File: src/rtl/awgn_pkg.sv
// rtl/awgn_pkg.sv - shared sizing helpers and rounding/saturation for the AWGN channel
package awgn_pkg;

  function automatic int calc_sh(input int gain_w, input int noise_w, input int sig_w);
    return gain_w - 1 + noise_w - sig_w;
  endfunction

  function automatic int calc_acc_w(input int sig_w, input int win_log2);
    return 2 * sig_w + 1 + win_log2;
  endfunction

  // Round half-up by sh bits (sh=0 means no shift), then clamp to a signed out_w-bit range.
  function automatic logic signed [63:0] round_sat(
    input  logic signed [63:0] x,
    input  int                 sh,
    input  int                 out_w,
    output logic               sat
  );
    logic signed [63:0] r;
    logic signed [63:0] hi;
    logic signed [63:0] lo;
    r = x;
    if (sh > 0) r = (x + (64'sd1 <<< (sh - 1))) >>> sh;
    hi  = (64'sd1 <<< (out_w - 1)) - 64'sd1;
    lo  = -hi - 64'sd1;
    sat = 1'b0;
    if (r > hi) begin
      r   = hi;
      sat = 1'b1;
    end else if (r < lo) begin
      r   = lo;
      sat = 1'b1;
    end
    return r;
  endfunction

endpackage

File: src/rtl/awgn_channel_mux_if.sv
// rtl/awgn_channel_mux_if.sv - sample stream into and out of the AWGN channel
interface awgn_channel_mux_if #(
  parameter int SIG_W   = 18,
  parameter int NOISE_W = 20,
  parameter int OUT_W   = 19
);
  logic                      in_valid;
  logic signed [SIG_W-1:0]   i_sig;
  logic signed [SIG_W-1:0]   q_sig;
  logic signed [NOISE_W-1:0] i_noise;
  logic signed [NOISE_W-1:0] q_noise;
  logic                      out_valid;
  logic signed [OUT_W-1:0]   i_out;
  logic signed [OUT_W-1:0]   q_out;
  logic signed [SIG_W-1:0]   i_noise_sc;
  logic signed [SIG_W-1:0]   q_noise_sc;

  modport master (
    output in_valid, i_sig, q_sig, i_noise, q_noise,
    input  out_valid, i_out, q_out, i_noise_sc, q_noise_sc
  );

  modport slave (
    input  in_valid, i_sig, q_sig, i_noise, q_noise,
    output out_valid, i_out, q_out, i_noise_sc, q_noise_sc
  );
endinterface

File: src/rtl/awgn_noise_scale.sv
// rtl/awgn_noise_scale.sv - S1 gain multiply and S2 round/saturate for one noise rail
module awgn_noise_scale
  import awgn_pkg::*;
#(
  parameter int SIG_W   = 18,
  parameter int NOISE_W = 20,
  parameter int GAIN_W  = 16
) (
  input  logic                      clk_fs,
  input  logic                      rst_n,
  input  logic                      in_valid,
  input  logic                      mid_valid,
  input  logic                      noise_en,
  input  logic [GAIN_W-1:0]         gain,
  input  logic signed [NOISE_W-1:0] noise,
  output logic signed [SIG_W-1:0]   noise_sc,
  output logic                      sat
);
  localparam int SH  = calc_sh(GAIN_W, NOISE_W, SIG_W);
  localparam int P_W = NOISE_W + GAIN_W + 1;

  logic signed [P_W-1:0]  prod;
  logic signed [GAIN_W:0] gain_s;
  logic signed [63:0]     rs;
  logic                   rs_sat;
  logic                   unused_rs;

  assign gain_s    = {1'b0, gain};
  assign unused_rs = ^rs[63:SIG_W];

  always_comb begin
    rs_sat = 1'b0;
    rs     = round_sat(64'(prod), SH, SIG_W, rs_sat);
  end

  always_ff @(posedge clk_fs or negedge rst_n) begin
    if (!rst_n) begin
      prod     <= '0;
      noise_sc <= '0;
      sat      <= 1'b0;
    end else begin
      if (in_valid) prod <= noise_en ? P_W'(noise) * P_W'(gain_s) : '0;
      if (mid_valid) noise_sc <= SIG_W'(rs);
      sat <= mid_valid & rs_sat;
    end
  end
endmodule

File: src/rtl/awgn_channel_mux.sv
// rtl/awgn_channel_mux.sv - AWGN channel: gain shadow, noise scaling, saturating add, noise power meter
module awgn_channel_mux
  import awgn_pkg::*;
#(
  parameter int              SIG_W        = 18,
  parameter int              NOISE_W      = 20,
  parameter int              GAIN_W       = 16,
  parameter int              OUT_W        = 19,
  parameter logic [GAIN_W-1:0] GAIN_RST   = GAIN_W'(1) << (GAIN_W - 1),
  parameter int              PWR_WIN_LOG2 = 10
) (
  input  logic                 clk_fs,
  input  logic                 rst_n,
  input  logic [GAIN_W-1:0]    gain_in,
  input  logic                 gain_load,
  input  logic                 noise_en,
  input  logic                 sat_clr,
  awgn_channel_mux_if.slave    bus,
  output logic [GAIN_W-1:0]    gain_active,
  output logic                 sat_flag,
  output logic [2*SIG_W:0]     noise_pwr,
  output logic                 pwr_valid
);
  localparam int ACC_W = calc_acc_w(SIG_W, PWR_WIN_LOG2);
  localparam int PWR_W = 2 * SIG_W + 1;

  logic [GAIN_W-1:0]       gain_pend;
  logic [GAIN_W-1:0]       gain_eff;
  logic                    pend_flag;
  logic                    apply_pend;
  logic                    v1;
  logic                    v2;
  logic signed [SIG_W-1:0] i_sig1, q_sig1, i_sig2, q_sig2;
  logic signed [SIG_W-1:0] i_sc, q_sc;
  logic                    sat_i, sat_q;
  logic signed [SIG_W:0]   i_sum, q_sum;
  logic signed [63:0]      i_fit, q_fit;
  logic                    clip_i, clip_q, sat_set;
  logic                    unused_fit;

  // A pending gain is bypassed into S1 on the sample that commits it, so no sample sees a mix.
  assign apply_pend = bus.in_valid && pend_flag;
  assign gain_eff   = apply_pend ? gain_pend : gain_active;

  always_ff @(posedge clk_fs or negedge rst_n) begin
    if (!rst_n) begin
      gain_active <= GAIN_RST;
      gain_pend   <= GAIN_RST;
      pend_flag   <= 1'b0;
    end else begin
      if (apply_pend) gain_active <= gain_pend;
      if (gain_load) begin
        gain_pend <= gain_in;
        pend_flag <= 1'b1;
      end else if (bus.in_valid) begin
        pend_flag <= 1'b0;
      end
    end
  end

  awgn_noise_scale #(.SIG_W(SIG_W), .NOISE_W(NOISE_W), .GAIN_W(GAIN_W)) u_scale_i (
    .clk_fs(clk_fs), .rst_n(rst_n), .in_valid(bus.in_valid), .mid_valid(v1),
    .noise_en(noise_en), .gain(gain_eff), .noise(bus.i_noise), .noise_sc(i_sc), .sat(sat_i)
  );

  awgn_noise_scale #(.SIG_W(SIG_W), .NOISE_W(NOISE_W), .GAIN_W(GAIN_W)) u_scale_q (
    .clk_fs(clk_fs), .rst_n(rst_n), .in_valid(bus.in_valid), .mid_valid(v1),
    .noise_en(noise_en), .gain(gain_eff), .noise(bus.q_noise), .noise_sc(q_sc), .sat(sat_q)
  );

  // With OUT_W = SIG_W+1 the sum always fits, so the clamp below can only fire when OUT_W = SIG_W.
  always_comb begin
    i_sum   = (SIG_W+1)'(i_sig2) + (SIG_W+1)'(i_sc);
    q_sum   = (SIG_W+1)'(q_sig2) + (SIG_W+1)'(q_sc);
    clip_i  = 1'b0;
    clip_q  = 1'b0;
    i_fit   = round_sat(64'(i_sum), 0, OUT_W, clip_i);
    q_fit   = round_sat(64'(q_sum), 0, OUT_W, clip_q);
    sat_set = v2 && (sat_i || sat_q || clip_i || clip_q);
  end

  assign unused_fit = ^{i_fit[63:OUT_W], q_fit[63:OUT_W]};

  always_ff @(posedge clk_fs or negedge rst_n) begin
    if (!rst_n) begin
      v1             <= 1'b0;
      v2             <= 1'b0;
      i_sig1         <= '0;
      q_sig1         <= '0;
      i_sig2         <= '0;
      q_sig2         <= '0;
      bus.out_valid  <= 1'b0;
      bus.i_out      <= '0;
      bus.q_out      <= '0;
      bus.i_noise_sc <= '0;
      bus.q_noise_sc <= '0;
      sat_flag       <= 1'b0;
    end else begin
      v1            <= bus.in_valid;
      v2            <= v1;
      bus.out_valid <= v2;
      if (bus.in_valid) begin
        i_sig1 <= bus.i_sig;
        q_sig1 <= bus.q_sig;
      end
      if (v1) begin
        i_sig2 <= i_sig1;
        q_sig2 <= q_sig1;
      end
      if (v2) begin
        bus.i_out      <= OUT_W'(i_fit);
        bus.q_out      <= OUT_W'(q_fit);
        bus.i_noise_sc <= i_sc;
        bus.q_noise_sc <= q_sc;
      end
      if (sat_set) sat_flag <= 1'b1;
      else if (sat_clr) sat_flag <= 1'b0;
    end
  end

  logic [ACC_W-1:0]          acc;
  logic [ACC_W-1:0]          acc_next;
  logic [PWR_WIN_LOG2-1:0]   cnt;
  logic signed [2*SIG_W-1:0] i_sq, q_sq;
  logic [PWR_W-1:0]          term;

  assign i_sq     = (2*SIG_W)'(bus.i_noise_sc) * (2*SIG_W)'(bus.i_noise_sc);
  assign q_sq     = (2*SIG_W)'(bus.q_noise_sc) * (2*SIG_W)'(bus.q_noise_sc);
  assign term     = PWR_W'($unsigned(i_sq)) + PWR_W'($unsigned(q_sq));
  assign acc_next = acc + ACC_W'(term);

  always_ff @(posedge clk_fs or negedge rst_n) begin
    if (!rst_n) begin
      acc       <= '0;
      cnt       <= '0;
      noise_pwr <= '0;
      pwr_valid <= 1'b0;
    end else begin
      pwr_valid <= 1'b0;
      if (bus.out_valid) begin
        cnt <= cnt + PWR_WIN_LOG2'(1);
        if (&cnt) begin
          noise_pwr <= PWR_W'(acc_next >> PWR_WIN_LOG2);
          pwr_valid <= 1'b1;
          acc       <= '0;
        end else begin
          acc <= acc_next;
        end
      end
    end
  end
endmodule
File: src/flat_wrapper.sv
// flat-port wrapper written by rule: the top's interface ports become plain ports
module awgn_channel_mux_flat import awgn_pkg::*;
#(
  parameter int              SIG_W        = 18,
  parameter int              NOISE_W      = 20,
  parameter int              GAIN_W       = 16,
  parameter int              OUT_W        = 19,
  parameter logic [GAIN_W-1:0] GAIN_RST   = GAIN_W'(1) << (GAIN_W - 1),
  parameter int              PWR_WIN_LOG2 = 10
)
  (clk_fs, rst_n, gain_in, gain_load, noise_en, sat_clr, gain_active, sat_flag, noise_pwr, pwr_valid, bus_in_valid, bus_i_sig, bus_q_sig, bus_i_noise, bus_q_noise, bus_out_valid, bus_i_out, bus_q_out, bus_i_noise_sc, bus_q_noise_sc);
  awgn_channel_mux_if #(.SIG_W(SIG_W), .NOISE_W(NOISE_W), .OUT_W(OUT_W)) bus_i ();
  input  logic clk_fs;
  input  logic rst_n;
  input  logic [GAIN_W-1:0] gain_in;
  input  logic gain_load;
  input  logic noise_en;
  input  logic sat_clr;
  output logic [GAIN_W-1:0] gain_active;
  output logic sat_flag;
  output logic [2*SIG_W:0] noise_pwr;
  output logic pwr_valid;
  input wire logic [$bits(bus_i.in_valid)-1:0] bus_in_valid;
  input wire logic [$bits(bus_i.i_sig)-1:0] bus_i_sig;
  input wire logic [$bits(bus_i.q_sig)-1:0] bus_q_sig;
  input wire logic [$bits(bus_i.i_noise)-1:0] bus_i_noise;
  input wire logic [$bits(bus_i.q_noise)-1:0] bus_q_noise;
  output wire logic [$bits(bus_i.out_valid)-1:0] bus_out_valid;
  output wire logic [$bits(bus_i.i_out)-1:0] bus_i_out;
  output wire logic [$bits(bus_i.q_out)-1:0] bus_q_out;
  output wire logic [$bits(bus_i.i_noise_sc)-1:0] bus_i_noise_sc;
  output wire logic [$bits(bus_i.q_noise_sc)-1:0] bus_q_noise_sc;
  assign bus_i.in_valid = bus_in_valid;
  assign bus_i.i_sig = bus_i_sig;
  assign bus_i.q_sig = bus_q_sig;
  assign bus_i.i_noise = bus_i_noise;
  assign bus_i.q_noise = bus_q_noise;
  assign bus_out_valid = bus_i.out_valid;
  assign bus_i_out = bus_i.i_out;
  assign bus_q_out = bus_i.q_out;
  assign bus_i_noise_sc = bus_i.i_noise_sc;
  assign bus_q_noise_sc = bus_i.q_noise_sc;
  awgn_channel_mux #(.SIG_W(SIG_W), .NOISE_W(NOISE_W), .GAIN_W(GAIN_W), .OUT_W(OUT_W), .GAIN_RST(GAIN_RST), .PWR_WIN_LOG2(PWR_WIN_LOG2)) u_core (.clk_fs(clk_fs), .rst_n(rst_n), .gain_in(gain_in), .gain_load(gain_load), .noise_en(noise_en), .sat_clr(sat_clr), .bus(bus_i), .gain_active(gain_active), .sat_flag(sat_flag), .noise_pwr(noise_pwr), .pwr_valid(pwr_valid));
endmodule
File: config.mk
export PLATFORM = sky130hd
export DESIGN_NAME = awgn_channel_mux_flat
export DESIGN_NICKNAME = d
export VERILOG_FILES = /design/src/rtl/awgn_pkg.sv /design/src/rtl/awgn_channel_mux_if.sv /design/src/rtl/awgn_noise_scale.sv /design/src/rtl/awgn_channel_mux.sv /design/src/flat_wrapper.sv
export SDC_FILE = /design/constraint.sdc
export NUM_CORES = 2
export LEC_CHECK = 0
export ABC_AREA = 1
export CAP_MARGIN = 20
export CORE_MARGIN = 10
export CORE_UTILIZATION = 59
export DETAILED_ROUTE_END_ITERATION = 10
export GPL_ROUTABILITY_DRIVEN = 0
export PLACE_DENSITY = 0.9
export SYNTH_ARGS = -nofsm -noshare
export SYNTH_HDL_FRONTEND = slang
export SYNTH_SLANG_ARGS = --single-unit
File: constraint.sdc
create_clock -name clk_fs -period 6.65 [get_ports clk_fs]
set_input_delay 1.995 -clock clk_fs [delete_from_list [all_inputs] [get_ports clk_fs]]
set_output_delay 1.995 -clock clk_fs [all_outputs]
set_load 0.02 [all_outputs]
==> summary.txt, run 1 <==
Outcome
  – Status: did not finish
  – Fail Step: global routing
  – Tool Error: [ERROR GRT-0116] Global routing finished with congestion. Check the congestion regions in the DRC Viewer.

Clock network
  – CTS Buf Count: 42
  – Deepest clock path buffer count: 3
  – Root Buffer: clkbuf_16
  – Post-CTS Hold Buffers: 0
  – Clock sinks: 358
  – H-tree depth: 2

Synth
  – EDFF count, synth: 0
  – Synth top cells by count: 2206 x inv_1, 2076 x nand2_1, 1270 x fa_1, 615 x nor2_1, 465 x ha_1
  – Syn. warnings: 0
  – Synth area leaders: fa_1 38%, dfrtp_1 13%, inv_1 12%, nand2_1 12%, ha_1 8.6%
  – Register area share after synthesis: 13.3%
  – Asr flop ratio synth: 100%
  – Synthesis-stage register bit count: 358
  – Netlist Area Pre-Place: 67500 µm²
  – Syn Inst Count: around 8600
  – Yosys top cell by area: fa_1
  – Main synth FF type: dfrtp_1
  – Cell variety after synth: 60
  – Syn Nets: 10400
  – Most numerous cell in the Yosys netlist: inv_1
  – Syn avg cell area: ~8 µm²
  – Area share of the largest cell type after synthesis: 37.7%

Floorplanning
  – Die height: 358 µm
  – Die X: 358 µm
  – Initial core utilization: between 50% and 60%
  – # rows: 124
  – Boundary pin count: 228

GRT
  – GRT overflow: 441
  – First-pass GRT wire length: 665 mm
  – Largest net degree at the start of global routing: 94
  – GRT Resource Usage Total: 69.0%
  – Number of global-route vias before repair: 96600

Placement
  – Cells after DPL: 11100
  – Placed Area: roughly 81000 µm²
  – Post-DP HPWL: 195 mm
  – Number of buffers added on ports: 227
-- kinds of logic after synthesis --
group | share of synthesized area (%)
simple gates | 18.9
buf+inv | 13.9
fa+ha+maj | 46.3
compound gates | 5.62
flops | 13.3
xor+xnor | 1.99
-- timing repair --
action	in CTS
pin swaps	490
setup buffers	240
endpoints found under the setup margin	116
gates resized for setup	1200
cloned	7
-- per-stage QoR --
step,setup slack (ps),hold WS [ps],utilization (%)
global placement,-1020,463,70.9
detailed placement,-1320,467,70.9
CTS,-850,475,78.0
floorplan,-532,352,-
-- per-layer routing --
layer,GRT overflow,track usage (%)
met5,3,40.9
met4,175,68.6
met3,12,63.3
met2,242,80.3
met1,9,65.4
==> run 2: changes to the inputs <==
Settings changed: CORE_UTILIZATION 59 to 40, PLACE_DENSITY 0.9 to not set, PLACE_DENSITY_LB_ADDON set to 0.15.
Clock period 6.65 ns to 8.65 ns, I/O delays scaled along.
==> run 2 against run 1 <==
The run now ends clean. Synthesized area did not move. Synthesized cell count did not move.
==> summary.txt, run 2 <==
Outcome
  – Status: complete, no violations

STA
  – Max Fclk: 121 MHz
  – Period minus WS final: between 8000 and 9000 ps
  – Slew @ Worst Pin: 1000 ps
  – Final worst slack: between 300 and 400 ps
  – Clock Skews: about 43 ps
  – Final hold violation count: 0
  – RSZ-0062 raised after global routing: no
  – Max transition margin: 33.3%
  – Pins over their slew limit: 0
  – Period utilisation layout: 95.7%
  – Setup-failing EPs final: 0

Clock network
  – Post-CTS Setup Bufs: 0 (-100%)
  – Post-CTS Hold Buffers: 0 (unchanged)
  – H-tree depth: 2 (unchanged)
  – Clk_lat worst skew: 660 ps
  – CTS tree: yes
  – Post-cts resize count: 0 (-100%)
  – CTS clk-pin slew, worst paths: around 60 ps
  – Clock sinks: 358 (unchanged)
  – Root Buffer: clkbuf_16
  – CTS Buf Count: 48 (+14%)
  – Deepest clock path buffer count: 3 (unchanged)

Detailed routing
  – Antenna Nets Post-Route: 0
  – Routed wire length: 201 mm
  – First-pass DRT Iterations: 6
  – Vias per cell: 4.85
  – Iter 0 DRT Violations: roughly 3400
  – WL per Instance: approximately 18 µm
  – DRC Markers: 0
  – Vias: 54500

Layout
  – Largest regs: u_core.acc (47), u_core.noise_pwr (37)
  – Area grow syn2layout: 13.7%
  – Share of cells above drive strength 1: between 6 and 7%
  – # nets final: 10800
  – Reg with most FFs: u_core.acc
  – Largest register FFs: 47
  – Most common cell after layout, fill and taps aside: inv_1
  – Number of fill cells in the layout: approximately 17000
  – Most frequent cells in the layout: 2203 x inv_1, 2076 x nand2_1, 1266 x fa_1

Floorplanning
  – Core Area: 167000 µm²
  – # rows: 150 (+21%)
  – Initial core utilization: 40.3% (-19 points)
  – Die height: 431 µm (+20%)
  – Die footprint: roughly 190000 µm²
  – Die X: 431 µm (+20%)
  – Boundary pin count: 228 (unchanged)

Placement
  – Number of buffers added on ports: 227 (unchanged)
  – Post-DP HPWL: 173 mm (-11%)
  – Post-Place Setup Slack: -228 ps (+1090 ps)

Synth
  – Syn Nets: 10400 (unchanged)
  – Main synth FF type: dfrtp_1
  – Area share of the largest cell type after synthesis: 37.7% (unchanged)
  – Synthesis-stage register bit count: 358 (unchanged)
  – Most numerous cell in the Yosys netlist: inv_1
  – EDFF count, synth: 0 (unchanged)
  – Synth top cells by count: 2206 x inv_1, 2076 x nand2_1, 1270 x fa_1, 615 x nor2_1, 465 x ha_1
  – Syn Inst Count: 8565 (unchanged)
  – Syn. warnings: 0 (unchanged)
  – Netlist Area Pre-Place: 67500 µm² (unchanged)
  – Register area share after synthesis: 13.3% (unchanged)
  – Synth area leaders: fa_1 38%, dfrtp_1 13%, inv_1 12%, nand2_1 12%, ha_1 8.6%
  – Cell variety after synth: 60 (unchanged)
  – Asr flop ratio synth: 100% (unchanged)
  – Syn avg cell area: 7.88 µm² (unchanged)
  – Yosys top cell by area: fa_1

GRT
  – Number of global-route vias before repair: 57700
  – Largest net degree at the start of global routing: 161
  – Global route hottest layer: met2
  – Initial antenna violation count: 4
  – First-pass GRT wire length: ~320 mm
  – GRT overflow: 0
  – Met3 Use GR: 2.24%
  – GRT Resource Usage Total: between 20% and 30%
  – M1 GR Usage: roughly 28%
  – Met2 usage: a little under two fifths

Run
  – Max cap viols: 0

Worst setup path
  – Setup crit end kind: register
  – CP arrival: 8800 ps
  – Worst EP required: 9180 ps
  – Kind of critical path: in2reg
  – CP startpoint kind: input port
  – Critical Path Fanout Max: 8

Worst hold path
  – Hold WC Path Type: reg2reg
[run 2: layout make-up]
class                           instances  area, µm²  area share, %
Antenna cell                            1       2.50        0.00326
Clock buffer                           58       1290           1.68
Clock inverter                         32        432          0.563
Inverter                             2226       8360           10.9
Multi-Input combinational cell       5739      49200           64.1
Sequential cell                       358       8990           11.7
Tap cell                             2204       2760           3.59
Timing Repair Buffer                  623       5670           7.39
[run 2: worst paths after layout]
kind / startpoint / to / slack, ps / depth (start not counted)
max reg2reg: u_core.bus.i_noise_sc[17] / u_core.noise_pwr[20] / 410 / 36
min in group asynchronous: rst_n / u_core.bus.q_noise_sc[2] / 1970 / 1
min reg2reg: u_core.cnt[9] / u_core.cnt[9] / 470 / 1
min: u_core.cnt[9] / u_core.cnt[9] / 470 / 1
max: bus_in_valid / u_core.u_scale_q.prod[33] / 370 / 25
max in group asynchronous: rst_n / u_core.bus.i_noise_sc[10] / 5210 / 2
[run 2: cells by family (layout without fill, tap and decap cells)]
family	count (synthesis)	count (layout)	synth area share, %
AND/OR/NAND/NOR	3155	3155	18.9
buffers and inverters	2468	2939	13.9
adder cells (fa/ha/maj)	1735	1735	46.3
AO/OA/AOI/OAI	696	696	5.62
flip-flops	358	358	13.3
XOR/XNOR	153	153	1.99
other	0	1	0
[run 2: layer usage]
metal	wire length [µm]	up-vias
met3	9610	290
met4	8470	4
li1	-	26000
met5	27	-
met2	96000	1401
met1	86600	26900
[run 2: stage by stage]
step                      std cells  util (%)  hold WS [ps]  instance area (µm²)  TNS [ps]
after floorplan                8565         -           352                67500         0
after global placement        11100      44.7           458                74900     -1050
after detailed placement      11100      44.7           464                74900     -1050
after CTS                     11200      45.8           480                76600         0
after global routing          11200      45.8           489                76700         0
final                         11200      45.8           473                76700         0
[run 2: worst max-delay path, cell delays in order]
cell	delay [ps]
buf_4	150
nand2_2	150
inv_2	80
buf_4	160
nand2_1	60
o21ai_0	140
buf_4	220
nor2_1	300
fa_1	630
buf_4	210
fa_1	390
fa_1	540
inv_1	50
fa_1	550
fa_1	440
fa_1	490
inv_1	50
ha_1	320
a21oi_1	190
a21boi_0	360
o21ai_0	250
a21oi_1	220
nand3_1	110
nand2_1	60
o21ai_0	70
Power of run 2 is left out: the tool's default activity adds up to more than one toggle a clock period on the data nets, which glitch-free logic cannot reach.
